===== src/rtl/vend_pkg.sv =====
// vend_pkg: shared codes, state encodings and widths for the vending datapath.
// Latency: n/a (declarations only).
// Backpressure: n/a.
package vend_pkg;

  // Width of the change-owed field carried with done.
  localparam int CHANGE_W = 3;

  // Largest change the dispenser will pay; larger requests are clipped to this.
  localparam logic [CHANGE_W-1:0] CHANGE_MAX = 3'd4;

  // Coin tube level counters (only meaningful with COIN_INVENTORY_EN).
  localparam int TUBE_W = 8;

  // Product codes, shared with the upstream vending FSM and the motor drive.
  localparam logic [1:0] PROD_NONE  = 2'b00;
  localparam logic [1:0] PROD_CHOC  = 2'b01;
  localparam logic [1:0] PROD_DRINK = 2'b10;

  // Coin input codes used by the upstream vending FSM.
  localparam logic [1:0] COIN_ONE  = 2'b00;
  localparam logic [1:0] COIN_TWO  = 2'b01;
  localparam logic [1:0] COIN_FIVE = 2'b10;
  localparam logic [1:0] COIN_IDLE = 2'b11;

  // Dispenser FSM encoding, kept as plain constants for legacy tools.
  typedef logic [1:0] disp_state_t;
  localparam disp_state_t ST_IDLE = 2'd0;
  localparam disp_state_t ST_VEND = 2'd1;
  localparam disp_state_t ST_PAY  = 2'd2;
  localparam disp_state_t ST_FIN  = 2'd3;

  // Clip an out-of-range change request to the largest payable amount.
  function automatic logic [CHANGE_W-1:0] sat_change(input logic [CHANGE_W-1:0] c);
    return (c > CHANGE_MAX) ? CHANGE_MAX : c;
  endfunction

endpackage


===== src/rtl/vend_ack_timer.sv =====
// vend_ack_timer: counts cycles spent waiting for an ack; expired once TIMEOUT_CYCLES waits have elapsed.
// Latency: load makes the next cycle wait number 1; expired is a combinational decode of the count.
// Backpressure: none; the count saturates at the limit until the next load.
module vend_ack_timer #(
  parameter int TIMEOUT_CYCLES = 1000
) (
  input  logic clk,
  input  logic rst,
  input  logic load,
  input  logic tick,
  output logic expired
);

  localparam int CNT_W = $clog2(TIMEOUT_CYCLES + 1);
  localparam logic [CNT_W-1:0] LIMIT = CNT_W'(TIMEOUT_CYCLES);
  localparam logic [CNT_W-1:0] FIRST = CNT_W'(1);

  logic [CNT_W-1:0] cnt_q;
  logic [CNT_W-1:0] cnt_d;

  // Next count: restart on load, otherwise advance one per waiting cycle up to the limit.
  always_comb begin
    cnt_d = cnt_q;
    if (load) begin
      cnt_d = FIRST;
    end else if (tick && (cnt_q < LIMIT)) begin
      cnt_d = cnt_q + 1'b1;
    end
  end

  // Count register.
  always_ff @(posedge clk) begin
    if (rst) begin
      cnt_q <= '0;
    end else begin
      cnt_q <= cnt_d;
    end
  end

  assign expired = (cnt_q >= LIMIT);

endmodule


===== src/rtl/vend_dispenser.sv =====
// vend_dispenser: latches a vend result, runs the product motor, then pays change as 2-unit then 1-unit coins.
// Latency: done at T -> vend_motor (or dispensed for an empty vend) at T+1; one idle gap cycle between coins.
// Backpressure: waits on vend_ack/coin_ack handshakes; no ack within TIMEOUT_CYCLES -> sticky fault.
// Build option COIN_INVENTORY_EN: tracks tube levels, substitutes 1-unit coins, faults on shortfall.
module vend_dispenser
  import vend_pkg::*;
#(
  parameter int TIMEOUT_CYCLES = 1000,
  parameter int TUBE1_INIT     = 8,
  parameter int TUBE2_INIT     = 8
) (
  input  logic       clk,
  input  logic       rst,
  input  logic       done,
  input  logic [1:0] product,
  input  logic [2:0] change,
  output logic [1:0] vend_motor,
  input  logic       vend_ack,
  output logic       coin_eject,
  output logic       coin_sel,
  input  logic       coin_ack,
  output logic       busy,
  output logic       dispensed,
  output logic       fault
);

  if (TIMEOUT_CYCLES < 2 || TUBE1_INIT < 0 || TUBE2_INIT < 0 ||
      TUBE1_INIT >= (1 << TUBE_W) || TUBE2_INIT >= (1 << TUBE_W)) begin : g_bad_param
    $error("vend_dispenser: parameter out of range");
  end

  disp_state_t state_q, state_d;
  logic [1:0]  prod_q, prod_d;
  logic [1:0]  n2_q, n2_d;        // 2-unit coins still owed (0..2)
  logic [2:0]  n1_q, n1_d;        // 1-unit coins still owed (0..5 after substitution)
  logic        gap_q, gap_d;      // forced idle cycle between two coin requests
  logic        fault_q, fault_d;

  logic [CHANGE_W-1:0] chg_sat;
  logic [1:0]  cap_n2;
  logic [2:0]  cap_n1;
  logic        is_prod;
  logic        enter_pay;
  logic [1:0]  ent_n2;
  logic [2:0]  ent_n1;
  logic [1:0]  pe_n2;
  logic [2:0]  pe_n1;
  logic        pe_short;
  logic        last_coin;

  logic        tmr_load;
  logic        tmr_tick;
  logic        tmr_expired;

`ifdef COIN_INVENTORY_EN
  logic [TUBE_W-1:0] tube1_q, tube1_d;
  logic [TUBE_W-1:0] tube2_q, tube2_d;
  logic [1:0]        take2;
  logic [1:0]        short2;
`endif

  vend_ack_timer #(
    .TIMEOUT_CYCLES(TIMEOUT_CYCLES)
  ) u_timer (
    .clk    (clk),
    .rst    (rst),
    .load   (tmr_load),
    .tick   (tmr_tick),
    .expired(tmr_expired)
  );

  // Decode the incoming request and work out the coin plan used on entry to PAY.
  always_comb begin
    chg_sat = sat_change(change);
    cap_n2  = chg_sat[2:1];
    cap_n1  = {2'b00, chg_sat[0]};
    is_prod = (product == PROD_CHOC) || (product == PROD_DRINK);
    // PAY is entered either straight from IDLE (fresh capture) or after the motor run.
    ent_n2  = (state_q == ST_IDLE) ? cap_n2 : n2_q;
    ent_n1  = (state_q == ST_IDLE) ? cap_n1 : n1_q;
    last_coin = ((n2_q == 2'd1) && (n1_q == 3'd0)) || ((n2_q == 2'd0) && (n1_q == 3'd1));
`ifdef COIN_INVENTORY_EN
    // Pay as many 2-unit coins as the tube holds; each missing one becomes two 1-unit coins.
    take2    = (TUBE_W'(ent_n2) <= tube2_q) ? ent_n2 : tube2_q[1:0];
    short2   = ent_n2 - take2;
    pe_n2    = take2;
    pe_n1    = ent_n1 + {short2, 1'b0};
    pe_short = (TUBE_W'(pe_n1) > tube1_q);
`else
    pe_n2    = ent_n2;
    pe_n1    = ent_n1;
    pe_short = 1'b0;
`endif
  end

  // Transaction FSM: capture, motor run, coin payout, completion, plus timeout/overrun supervision.
  always_comb begin
    state_d   = state_q;
    prod_d    = prod_q;
    n2_d      = n2_q;
    n1_d      = n1_q;
    gap_d     = 1'b0;
    fault_d   = fault_q;
    enter_pay = 1'b0;
    tmr_load  = 1'b0;
    tmr_tick  = 1'b0;
`ifdef COIN_INVENTORY_EN
    tube1_d   = tube1_q;
    tube2_d   = tube2_q;
`endif

    // A new result while still busy cannot be queued; flag it and finish the current one.
    if (done && (state_q != ST_IDLE)) begin
      fault_d = 1'b1;
    end

    case (state_q)
      ST_IDLE: begin
        if (done && !fault_q) begin
          prod_d = is_prod ? product : PROD_NONE;
          n2_d   = cap_n2;
          n1_d   = cap_n1;
          if (is_prod) begin
            state_d  = ST_VEND;
            tmr_load = 1'b1;
          end else if (chg_sat != '0) begin
            enter_pay = 1'b1;
          end else begin
            state_d = ST_FIN;
          end
        end
      end

      ST_VEND: begin
        if (vend_ack) begin
          if ((n2_q != 2'd0) || (n1_q != 3'd0)) begin
            enter_pay = 1'b1;
          end else begin
            state_d = ST_FIN;
          end
        end else if (tmr_expired) begin
          fault_d = 1'b1;
          state_d = ST_IDLE;
        end else begin
          tmr_tick = 1'b1;
        end
      end

      ST_PAY: begin
        if (gap_q) begin
          // Gap cycle: the next request starts a fresh wait.
          tmr_load = 1'b1;
        end else if (coin_ack) begin
          if (n2_q != 2'd0) begin
            n2_d = n2_q - 1'b1;
`ifdef COIN_INVENTORY_EN
            tube2_d = tube2_q - 1'b1;
`endif
          end else begin
            n1_d = n1_q - 1'b1;
`ifdef COIN_INVENTORY_EN
            tube1_d = tube1_q - 1'b1;
`endif
          end
          if (last_coin) begin
            state_d = ST_FIN;
          end else begin
            gap_d = 1'b1;
          end
        end else if (tmr_expired) begin
          fault_d = 1'b1;
          state_d = ST_IDLE;
        end else begin
          tmr_tick = 1'b1;
        end
      end

      ST_FIN: begin
        state_d = ST_IDLE;
      end

      default: begin
        state_d = ST_IDLE;
      end
    endcase

    // Entering PAY: commit the coin plan, or refuse the whole payout if the tubes cannot cover it.
    // A refused payout returns straight to IDLE, so a change-only request never shows busy.
    if (enter_pay) begin
      if (pe_short) begin
        fault_d = 1'b1;
        state_d = ST_IDLE;
      end else begin
        state_d  = ST_PAY;
        n2_d     = pe_n2;
        n1_d     = pe_n1;
        tmr_load = 1'b1;
      end
    end
  end

  // State and datapath registers; reset abandons any transaction in flight.
  always_ff @(posedge clk) begin
    if (rst) begin
      state_q <= ST_IDLE;
      prod_q  <= PROD_NONE;
      n2_q    <= '0;
      n1_q    <= '0;
      gap_q   <= 1'b0;
      fault_q <= 1'b0;
    end else begin
      state_q <= state_d;
      prod_q  <= prod_d;
      n2_q    <= n2_d;
      n1_q    <= n1_d;
      gap_q   <= gap_d;
      fault_q <= fault_d;
    end
  end

`ifdef COIN_INVENTORY_EN
  // Coin tube levels, reloaded to their fill values on reset.
  always_ff @(posedge clk) begin
    if (rst) begin
      tube1_q <= TUBE_W'(TUBE1_INIT);
      tube2_q <= TUBE_W'(TUBE2_INIT);
    end else begin
      tube1_q <= tube1_d;
      tube2_q <= tube2_d;
    end
  end
`endif

  // Outputs decode registered state only, so they never follow inputs combinationally.
  always_comb begin
    vend_motor = (state_q == ST_VEND) ? prod_q : PROD_NONE;
    coin_eject = (state_q == ST_PAY) && !gap_q;
    coin_sel   = (state_q == ST_PAY) && (n2_q != 2'd0);
    busy       = (state_q != ST_IDLE);
    dispensed  = (state_q == ST_FIN);
    fault      = fault_q;
  end

endmodule


===== config.mk =====
export PLATFORM = sky130hd
export DESIGN_NAME = vend_dispenser
export DESIGN_NICKNAME = d
export VERILOG_FILES = /design/src/rtl/vend_pkg.sv /design/src/rtl/vend_ack_timer.sv /design/src/rtl/vend_dispenser.sv
export SDC_FILE = /design/constraint.sdc
export NUM_CORES = 1
export LEC_CHECK = 0
export ABC_AREA = 1
export CORE_ASPECT_RATIO = 2
export CORE_MARGIN = 1.5
export CORE_UTILIZATION = 25
export CTS_CLUSTER_DIAMETER = 60
export CTS_CLUSTER_SIZE = 30
export DETAILED_ROUTE_END_ITERATION = 10
export DONT_BUFFER_PORTS = 1
export HOLD_SLACK_MARGIN = 0.06
export PLACE_DENSITY = 0.41
export SYNTH_ARGS = -nofsm -noshare
export SYNTH_HDL_FRONTEND = slang
export SYNTH_SLANG_ARGS = --single-unit

===== constraint.sdc =====
create_clock -name clk -period 1.9 [get_ports clk]
set_input_delay 0.57 -clock clk [delete_from_list [all_inputs] [get_ports clk]]
set_output_delay 0.57 -clock clk [all_outputs]
set_load 0.02 [all_outputs]

Word-level counts from Yosys, hierarchy flattened
Cells that the tools add are included.

storage, ports and cells
  register bits after elaboration = 21
  input port bits = 10
  word-level logic and storage cells = 120
  output and inout port bits = 7

operators by class
  reduce and logical (&&, ||, !) cells = 29
  add/sub/neg operators = 3
  multiplexer cells = 53
  equality and inequality tests = 21
  bitwise gates (word level) = 2
  magnitude comparators = 3

operator list
  cell                     number
  $mux W2                  18
  $mux W1                  21
  $mux W3                  7
  $ne A3 B3 Y1 const B     6
  $ne A4 B4 Y1 const B     3
  $reduce_and A6 Y1        2
  $add A10 B1 Y10 const B  1
  $ge A10 B10 Y1 const B   1
  $lt A10 B10 Y1 const B   1
  $reduce_and A5 Y1        2
  $pmux W1 S2              4
  $pmux W2 S4              1
  $reduce_bool A2 Y1       4
  $logic_and A1 B1 Y1      7
  $eq A2 B1 Y1 const B     3
  $eq A2 B2 Y1 const B     3
  $ne A3 B2 Y1 const B     2
  $pmux W3 S2              1
  $reduce_bool A3 Y1       2
  $logic_not A2 Y1         2
  $ne A2 B1 Y1 const B     2
  $pmux W2 S2              1
  $reduce_or A2 Y1         2
  $reduce_or A4 Y1         1
  10 further kinds         14

Logic depth before layout (Yosys ltp)
Gate-level depths: netlist (run 1).

  depth after elaboration = 9
  depth in mapped cells = 13
  gate-level depth less buffers = 12

Hierarchy
Synthesis (run 1) repeated with hierarchy kept, for this count alone.

unflattened totals
  cells, all modules = 258
  area, all modules = 1692.9 um^2

by module, submodules not included
  module          area an instance (um^2)  cells each  sequential area each (um^2)  times used
  vend_dispenser  1079.8                   164         220.2                        1
  vend_ack_timer  613.1                    94          200.2                        1

Worst setup path after synthesis (run 1)
No wires, ideal clock.

  path kind = reg-to-output
  start = register state_q[0]
  end = output port coin_sel
  cell stages (with the launch flop) = 6
  path slack = 0.187 ns
  data required time = 1.330 ns
  path buffers = 1
  data arrival time = 1.143 ns
  cells stage by stage = dfxtp_1 > inv_1 > ha_1 > buf_2 > inv_1 > nor2_1

on the way
  cells in the longest elaborated chain, start to end = 2

RTL lines
  item                      RTL line               RTL
  start: declaration        vend_dispenser.sv:32   disp_state_t state_q, state_d;
  start signal: assignment  vend_dispenser.sv:212  state_q <= state_d;
  $eq A2 B2 Y1              vend_dispenser.sv:238  coin_sel = (state_q == ST_PAY) && (n2_q != 2'd0);
  $logic_and A1 B1 Y1       vend_dispenser.sv:238
  end: declaration          vend_dispenser.sv:20   output logic coin_sel,

Every way passes these cells.

Worst setup path after layout (run 1)
  start = register state_q[0]
  end = output port coin_eject

on the way
  cells in the longest elaborated chain, start to end = 2

RTL lines
  item                 RTL line               RTL
  $eq A2 B2 Y1         vend_dispenser.sv:237  coin_eject = (state_q == ST_PAY) && !gap_q;
  $logic_and A1 B1 Y1  vend_dispenser.sv:237
  end: declaration     vend_dispenser.sv:19   output logic coin_eject,

Every way passes these cells.

==> results of run 1 <==
## how the worst max path moves through the flow
stage | from | endpoint | slack [ns] | depth (start not counted)
finish | state_q[0]$_SDFFE_PP0P_ | coin_eject | 0.06 | 5
global route | state_q[0]$_SDFFE_PP0P_ | coin_eject | -0.007 | 5
CTS | state_q[0]$_SDFFE_PP0P_ | coin_eject | -0.05 | 5
detailed placement | product[0] | u_timer.cnt_q[8]$_SDFFE_PP0P_ | -0.02 | 9
global placement | product[0] | u_timer.cnt_q[6]$_SDFFE_PP0P_ | -0.02 | 9
floorplan | state_q[0]$_SDFFE_PP0P_ | coin_sel | 0.19 | 5
## cell type report
type,count,area [µm²]
clock buffers,4,78.8
multi-input cells,181,1090
well taps,86,108
inverters,47,181
flip-flops and latches,21,422
repair buffers,17,128
fillers,751,4360
## state kept, by name (all words and copies together) (netlist names)
signal / count
state_q: 2
fault: 1
n2_q: 2
n1_q: 3
gap_q: 1
prod_q: 2
u_timer.cnt_q: 10
## report_power, final
part / leakage (µW) / switching (µW) / total [µW] / internal, µW
combinational: 0.000771 / 1150 / 1910 / 763
clock: 0.0000382 / 177 / 464 / 287
sequential: 0.000172 / 64.5 / 593 / 529
## per-stage QoR
stage	utilization (%)	hold WS, ns	setup TNS (ns)
final	31.5	0.377	0
after global routing	31.5	0.366	-0.00678
after CTS	30.6	0.370	-0.173
after detailed placement	29.3	0.446	-0.0790
after global placement	29.3	0.442	-0.0467
after floorplan	-	0.427	0
## synth_stat cells (3+ instances only)
master / count
nor2_2: 3
nand3_4: 3
o21ai_0: 4
nor2_1: 22
nand3_2: 3
nand3_1: 16
ha_1: 14
xor2_1: 4
o21ai_1: 4
nor3_1: 3
nand2_1: 72
dfxtp_1: 21
nand4_1: 3
a21oi_1: 13
inv_1: 43
## repair_timing
item / 4_1_cts / 5_1_grt
pin swaps: 0 / 1
resized for setup: 2 / 12
endpoints found under the hold margin: 0 / 0
endpoints found under the setup margin: 5 / 15
hold buffers: 0 / 0
gates cloned: 0 / 1
## cells by family after synthesis
logic type | after synthesis | share of synthesized area, %
adder cells (fa/ha/maj) | 14 | 10.6
AO/OA/AOI/OAI | 24 | 7.79
flip-flops | 21 | 25.4
buffers and inverters | 51 | 12.5
AND/OR/NAND/NOR | 137 | 41.1
XOR/XNOR | 5 | 2.65
## worst max-delay path, stage by stage (launching register included)
cell and delay [ns]:
dfxtp_2 0.35, inv_2 0.12, ha_4 0.18, nand2_1 0.11, buf_4 0.15, inv_2 0.09
## layer usage
| metal | vias to the layer above | track usage (%) |
|---|---|---|
| li1 | 815 | - |
| met1 | 723 | 11.6 |
| met2 | 31 | 25.6 |
| met3 | 14 | 3.08 |
| met4 | 0 | 8.70 |
| met5 | - | 0 |
==> impl_metrics.env, run 1 <==
export IMPL_status="completed"
export IMPL_dr_pass1_iters=4
export IMPL_synth_top_area_share_pct=25.4
export IMPL_ioPinCount=17
export IMPL_stdcell_area_um2=2010
export IMPL_wire_per_inst_um=12.8
export IMPL_die_area_um2=7140
export IMPL_synthFlopType="dfxtp_1"
export IMPL_fin_crit_sh_pct=96.6
export IMPL_grt_pass1_wl_um=7070
export IMPL_setup_slack_ns=0.0638
export IMPL_cts_setup_buffers=0
export IMPL_synth_top_cells_by_area="dfxtp_1 (25%), nand2_1 (16%), ha_1 (11%), inv_1 (9.8%), nor2_1 (5.0%)"
export IMPL_rsz0062_at_grt="yes"
export IMPL_cp_end_kind="output port"
export IMPL_finalSetupViolCount=0
export IMPL_worstReg2RegStart="n1_q[0]$_SDFFE_PP0P_"
export IMPL_met3WireLength_um=175
export IMPL_drv_slew=0
export IMPL_final_common_cell="nand2_1"
export IMPL_critPathLaunchType="flop"
export IMPL_syn_nets=276
export IMPL_syn_inst=252
export IMPL_grt_pass1_vias=1571
export IMPL_synth_area_um2=1650
export IMPL_synth_top_cell_by_area="dfxtp_1"
export IMPL_port_buffers=0
export IMPL_chipWidth_um=60.5
export IMPL_via_per_inst=4.45
export IMPL_slew_headroom_pct=78.8
export IMPL_worstPathMaxFanout=5
export IMPL_yosys_warnings=0
export IMPL_grt_overflow=0
export IMPL_yosys_register_bits=21
export IMPL_antenna_found_initial=0
export IMPL_syn_mean_instance_area_um2=6.56
export IMPL_wl_met1_um=1510
export IMPL_drive_above_1_share_pct=20.0
export IMPL_clock_root_buffer="clkbuf_16"
export IMPL_stdcell_count=356
export IMPL_final_cell_mix="nand2_1 (70), inv_1 (41), nor2_1 (21)"
export IMPL_cts_buffer_depth=2
export IMPL_cts_buffers=3
export IMPL_p_per_area_nw_per_um2=1480
export IMPL_placed_area_um2=1860
export IMPL_synth_distinct_cells=31
export IMPL_cts_tree="done"
export IMPL_clock_skew_ns=0.00325
export IMPL_seq_area_frac_synth_pct=25.4
export IMPL_r2r_end="n1_q[1]$_SDFFE_PP0P_"
export IMPL_finalHoldViolations=0
export IMPL_cts_clk_slew_worst_paths_ns=0.06
export IMPL_worstHoldStart="rst"
export IMPL_dp_cells=351
export IMPL_h_tree_depth=1
export IMPL_min_period_ns=1.84
export IMPL_tightest_slew_ns=0.317
export IMPL_fmax_mhz=545
export IMPL_async_reset_ff_share_pct=0
export IMPL_synth_edf_count=0
export IMPL_fin_nets=295
export IMPL_grt_usage_pct=13.6
export IMPL_min_to="prod_q[0]$_SDFFE_PP0P_"
export IMPL_core_area_um2=6360
export IMPL_vias=1583
export IMPL_drtIter0Drc=65
export IMPL_min_delay_path_class="primary input to flop"
export IMPL_cts_sinks=21
export IMPL_dpl_hpwl_um=3840
export IMPL_route_met2_wl_um=2680
export IMPL_peakVddDrop_v=0.000401
export IMPL_num_rows=41
export IMPL_area_growth_pct=21.3
export IMPL_drcViolationCount=0
export IMPL_place_congestion=0.856
export IMPL_reg2reg_slack_ns=0.14
export IMPL_ant_nets=0
export IMPL_clock_latency_ns=0.26
export IMPL_die_height_um=118
export IMPL_reg2regPathDepth=11
export IMPL_drv_cap=0
export IMPL_initial_core_util_pct=26.0
export IMPL_antenna_cells=0
export IMPL_min_path_cells=1
export IMPL_routed_wl_um=4570
export IMPL_grt_max_degree=12
export IMPL_maxUsedRoutingLayer="met4"
export IMPL_pre_cts_slack_ns=-0.0232
export IMPL_worstSetupPathType="flop to output port"
export IMPL_finalPower_uw=2970
export IMPL_leakagePower_uw=0.000981
export IMPL_critPathArrivalTime_ns=1.27
export IMPL_critPathRequiredTime_ns=1.33
Note: power is estimated with default switching activity, not from simulation.
==> inputs of run 2 (changes only) <==
--- a/config.mk
+++ b/config.mk
@@ -14,7 +14,6 @@
 export DETAILED_ROUTE_END_ITERATION = 10
 export DONT_BUFFER_PORTS = 1
 export HOLD_SLACK_MARGIN = 0.06
-export PLACE_DENSITY = 0.41
 export SYNTH_ARGS = -nofsm -noshare
 export SYNTH_HDL_FRONTEND = slang
 export SYNTH_SLANG_ARGS = --single-unit
==> impl_metrics.env, run 2 (synthesized netlist as in run 1, its figures left out) <==
export IMPL_final_cell_mix="nand2_1 (70), inv_1 (41), nor2_1 (22)"
export IMPL_via_per_inst=4.49
export IMPL_area_growth_pct=16.5
export IMPL_pre_cts_slack_ns=-0.00194
export IMPL_largest_reg_flops=10
export IMPL_place_congestion=0.817
export IMPL_num_rows=41
export IMPL_routed_wl_um=4000
export IMPL_antenna_found_initial=0
export IMPL_drcViolationCount=0
export IMPL_wire_per_inst_um=11.6
export IMPL_initial_core_util_pct=26.0
export IMPL_min_delay_path_class="primary input to flop"
export IMPL_antenna_cells=0
export IMPL_finalSetupViolCount=0
export IMPL_core_area_um2=6360
export IMPL_grt_max_degree=12
export IMPL_fmax_mhz=537
export IMPL_status="completed"
export IMPL_dpl_hpwl_um=3220
export IMPL_critPathArrivalTime_ns=1.29
export IMPL_cts_buffer_depth=2
export IMPL_combPwrFrac_pct=62.1
export IMPL_fin_nets=284
export IMPL_drtIter0Drc=91
export IMPL_placed_area_um2=1770
export IMPL_fin_crit_sh_pct=97.9
export IMPL_cts_clk_slew_worst_paths_ns=0.06
export IMPL_dr_pass1_iters=4
export IMPL_top_regs="u_timer.cnt_q (10), n1_q (3)"
export IMPL_p_per_area_nw_per_um2=1450
export IMPL_final_common_cell="nand2_1"
export IMPL_clock_latency_ns=0.25
export IMPL_clock_power_share_pct=16.2
export IMPL_clock_skew_ns=0.00134
export IMPL_critPathLaunchType="flop"
export IMPL_peakVddDrop_v=0.000475
export IMPL_worstSetupPathType="flop to output port"
export IMPL_ioPinCount=17
export IMPL_setup_slack_ns=0.0391
export IMPL_cts_tree="done"
export IMPL_top_register="u_timer.cnt_q"
export IMPL_chipWidth_um=60.5
export IMPL_grt_usage_pct=11.5
export IMPL_grt_pass1_vias=1551
export IMPL_h_tree_depth=1
export IMPL_crit_path_frequent_cell="inv_1"
export IMPL_critPathRequiredTime_ns=1.33
export IMPL_crit_path_cell_trace="inv_1 -> ha_2 -> inv_1 -> buf_4"
export IMPL_vias=1549
export IMPL_power_share_sequential_pct=21.7
export IMPL_cp_end_kind="output port"
export IMPL_cts_buffers=3
export IMPL_switching_power_uw=1340
export IMPL_cp_slowest_stage_delay_ns=0.34
export IMPL_grt_pass1_wl_um=6360
export IMPL_drv_slew=0
export IMPL_slew_headroom_pct=75.7
export IMPL_min_period_ns=1.86
export IMPL_drv_cap=0
export IMPL_finalHoldViolations=0
export IMPL_worstPathMaxFanout=7
export IMPL_clock_root_buffer="clkbuf_16"
export IMPL_cts_sinks=21
export IMPL_swShare_pct=48.0
export IMPL_rsz0062_at_grt="yes"
export IMPL_fin_tns_setup_ns=0
export IMPL_fillers=733
export IMPL_p_int_uw=1450
export IMPL_crit_slowest_cell="dfxtp_1"
export IMPL_die_area_um2=7140
export IMPL_tightest_slew_ns=0.363
export IMPL_ant_nets=0
export IMPL_stdcell_area_um2=1930
export IMPL_drive_above_1_share_pct=16.2
export IMPL_port_buffers=0
export IMPL_leakagePower_uw=0.000930
export IMPL_finalPower_uw=2790
export IMPL_final_core_util_pct=30.3
export IMPL_die_height_um=118
export IMPL_grt_overflow=0
-- run 2: changes by cell type in the layout (fill, tap and decap cells not counted), sizes merged --
cell	change
buf	-11
-- run 2: area by class of cell --
cell class | instances | area (µm²) | share of cell area (%)
Multi-Input combinational cell | 181 | 1090 | 56.7
Timing Repair Buffer | 6 | 45.0 | 2.34
Inverter | 47 | 181 | 9.42
Tap cell | 86 | 108 | 5.58
Clock buffer | 4 | 78.8 | 4.09
Sequential cell | 21 | 422 | 21.9
-- run 2: what timing repair did --
item,in CTS,in global routing
setup endpoints to repair,5,7
hold buffers,0,0
resized for setup,6,9
pin swaps,0,4
buffers inserted,0,1
hold endpoints to repair,0,0
gates cloned,0,1
-- run 2: power groups by stage --
| stage | clock, µW | combinational, µW | sequential [µW] |
|---|---|---|---|
| after floorplan | 0 | 1230 | 593 |
| after CTS | 468 | 1580 | 608 |
| final | 452 | 1730 | 606 |
| after global routing | 481 | 1940 | 618 |
| after detailed placement | 0 | 1560 | 612 |
| after global placement | 0 | 1550 | 611 |
-- run 2: worst max-delay path: cells and delay by family (launching register included) --
kind	cells	cell delay [ns]
adders and majority gates	1	0.32
buffers and inverters	3	0.36
DFF	1	0.34
-- run 2: metrics by stage --
stage	hold slack, ns	instances
after floorplan	0.427	252
after detailed placement	0.450	339
after CTS	0.372	343
final	0.378	345
after global placement	0.442	339
after global routing	0.376	345
-- run 2: per-layer routing --
metal	wire, µm	track usage (%)
met5	0	0
met4	90	5.16
met3	162	2.09
met2	2490	24.2
met1	1250	8.62
-- run 2: final timing paths --
check,from,slack [ns],cells past startpoint,to
hold / removal,rst,0.38,1,prod_q[1]$_SDFFE_PP0P_
setup / recovery,state_q[1]$_SDFFE_PP0P_,0.04,4,busy
hold reg to reg,u_timer.cnt_q[9]$_SDFFE_PP0P_,0.45,2,u_timer.cnt_q[9]$_SDFFE_PP0P_
setup reg to reg,n1_q[0]$_SDFFE_PP0P_,0.09,11,n1_q[2]$_SDFFE_PP0P_
==> inputs of run 3 (changes only) <==
--- a/config.mk
+++ b/config.mk
@@ -9,10 +9,12 @@
 export CORE_ASPECT_RATIO = 2
 export CORE_MARGIN = 1.5
 export CORE_UTILIZATION = 25
+export CTS_BUF_LIST = sky130_fd_sc_hd__clkbuf_8
 export CTS_CLUSTER_DIAMETER = 60
 export CTS_CLUSTER_SIZE = 30
 export DETAILED_ROUTE_END_ITERATION = 10
 export DONT_BUFFER_PORTS = 1
+export GPL_TIMING_DRIVEN = 0
 export HOLD_SLACK_MARGIN = 0.06
 export SYNTH_ARGS = -nofsm -noshare
 export SYNTH_HDL_FRONTEND = slang
==> impl_metrics.env, run 3 (synthesized netlist as in run 1, its figures left out) <==
export IMPL_grt_pass1_vias=1483
export IMPL_grt_pass1_wl_um=6190
export IMPL_area_growth_pct=13.5
export IMPL_cp_end_kind="output port"
export IMPL_routed_wl_um=3890
export IMPL_cp_top_family="flip-flops"
export IMPL_drtIter0Drc=55
export IMPL_wl_met1_um=1240
export IMPL_tightest_slew_ns=0.418
export IMPL_swShare_pct=50.9
export IMPL_clock_latency_ns=0.26
export IMPL_worstPathMaxFanout=10
export IMPL_die_height_um=118
export IMPL_grt_usage_pct=11.2
export IMPL_final_common_cell="nand2_1"
export IMPL_drv_cap=0
export IMPL_crit_path_frequent_cell="inv_2"
export IMPL_num_rows=41
export IMPL_port_buffers=0
export IMPL_status="completed"
export IMPL_largest_reg_flops=10
export IMPL_die_area_um2=7140
export IMPL_cts_buffer_depth=2
export IMPL_via_per_inst=4.42
export IMPL_finalSetupViolCount=0
export IMPL_clock_root_buffer="clkbuf_8"
export IMPL_maxUsedRoutingLayer="met4"
export IMPL_switching_power_uw=1310
export IMPL_h_tree_depth=1
export IMPL_core_area_um2=6360
export IMPL_leakagePower_uw=0.000899
export IMPL_cts_clk_slew_worst_paths_ns=0.08
export IMPL_worstSetupPathType="flop to output port"
export IMPL_crit_slowest_cell="dfxtp_2"
export IMPL_cts_setup_buffers=0
export IMPL_drive_above_1_share_pct=17.5
export IMPL_drcViolationCount=0
export IMPL_critPathLaunchType="flop"
export IMPL_place_congestion=0.832
export IMPL_dr_pass1_iters=4
export IMPL_chipWidth_um=60.5
export IMPL_slew_headroom_pct=72.1
export IMPL_fillers=725
export IMPL_ant_nets=0
export IMPL_clock_power_share_pct=11.3
export IMPL_fin_nets=282
export IMPL_critPathArrivalTime_ns=1.27
export IMPL_antenna_cells=0
export IMPL_drv_slew=0
export IMPL_ioPinCount=17
export IMPL_route_met2_wl_um=2390
export IMPL_placed_area_um2=1760
export IMPL_critPathRequiredTime_ns=1.33
export IMPL_top_regs="u_timer.cnt_q (10), n1_q (3)"
export IMPL_top_register="u_timer.cnt_q"
export IMPL_cp_slowest_stage_delay_ns=0.35
export IMPL_cp_buffers_inverters=3
export IMPL_met3WireLength_um=114
export IMPL_finalHoldViolations=0
export IMPL_rsz0062_at_grt="yes"
export IMPL_final_cell_mix="nand2_1 (70), inv_1 (39), nor2_1 (19)"
export IMPL_fin_crit_sh_pct=96.8
export IMPL_cts_hold_buf=0
export IMPL_clock_skew_ns=0.00408
export IMPL_cts_sinks=21
export IMPL_p_per_area_nw_per_um2=1370
export IMPL_crit_path_cell_trace="inv_2 -> ha_2 -> buf_6 -> inv_2 -> nor2_4"
export IMPL_initial_core_util_pct=26.0
export IMPL_grt_overflow=0
export IMPL_wire_per_inst_um=11.3
export IMPL_peakVddDrop_v=0.000352
export IMPL_p_int_uw=1260
export IMPL_min_period_ns=1.84
export IMPL_fin_tns_setup_ns=0
export IMPL_vias=1515
export IMPL_grt_max_degree=12
export IMPL_min_delay_path_class="flop to flop"
export IMPL_stdcell_area_um2=1880
export IMPL_cts_buffers=3
export IMPL_fmax_mhz=544
export IMPL_dpl_hpwl_um=3220
export IMPL_power_share_sequential_pct=23.6
export IMPL_antenna_found_initial=0
export IMPL_combPwrFrac_pct=65.1
export IMPL_cts_tree="done"
-- run 3: cell types whose count changed in the layout (fill, tap and decap cells not counted), sizes merged --
cell	before	now
buf	6	3
clkinvlp	0	1
-- run 3: what timing repair did --
action                     4_1_cts  5_1_grt
setup endpoints to repair        8       11
resized for setup               11       12
pin swaps                        1        2
cloned                           0        1
-- run 3: final timing paths --
| kind | from | cells after the start | end | slack [ns] |
|---|---|---|---|---|
| worst max-delay path | state_q[0]$_SDFFE_PP0P_ | 5 | coin_sel | 0.06 |
| worst min register to register | u_timer.cnt_q[9]$_SDFFE_PP0P_ | 2 | u_timer.cnt_q[9]$_SDFFE_PP0P_ | 0.45 |
| worst min-delay path | u_timer.cnt_q[9]$_SDFFE_PP0P_ | 2 | u_timer.cnt_q[9]$_SDFFE_PP0P_ | 0.45 |
| worst max register to register | n1_q[0]$_SDFFE_PP0P_ | 11 | n2_q[0]$_SDFFE_PP0P_ | 0.15 |
-- run 3: per-layer routing --
metal / global-route usage [%] / vias to the layer above
met2: 23.6 / 24
li1: - / 791
met5: 0 / -
met1: 8.66 / 690
met3: 1.98 / 10
met4: 5.03 / 0
-- run 3: power by group through the flow --
stage          clock, µW  combinational [µW]  sequential (µW)
6_report             290                1670              608
5_1_grt              317                1870              623
3_5_place_dp           0                1520              612
4_1_cts              304                1580              609
2_1_floorplan          0                1230              593
3_3_place_gp           0                1500              612
-- run 3: final cells by class --
cell class	count	area [µm²]	area share, %
multi-input combinational	181	1080	57.4
sequential	21	424	22.6
inverter	47	185	9.87
tap	86	108	5.73
clock buffer	3	41.3	2.20
buffer	4	37.5	2.00
clock inverter	1	3.75	0.200
-- run 3: stage by stage --
stage          utilization, %  worst slack (ns)  instances  hold slack, ns  power [µW]
4_1_cts                  28.8            0.0384        342           0.459        2490
3_3_place_gp             27.7           -0.0379        338           0.445        2110
3_5_place_dp             27.7           -0.0299        338           0.447        2130
5_1_grt                  29.5          -0.00487        343           0.490        2810
2_1_floorplan               -             0.187        252           0.427        1820
6_report                 29.5            0.0614        343           0.454        2570
-- run 3: worst reg2reg max path, stage by stage (launching register included) --
cell,delay (ns)
dfxtp_2,0.34
inv_1,0.06
ha_1,0.20
ha_1,0.21
nand2_2,0.12
nand3_4,0.16
nand2_2,0.13
nand2_1,0.10
nor2_4,0.15
nand3_1,0.08
nand2_1,0.07
nor2_1,0.04
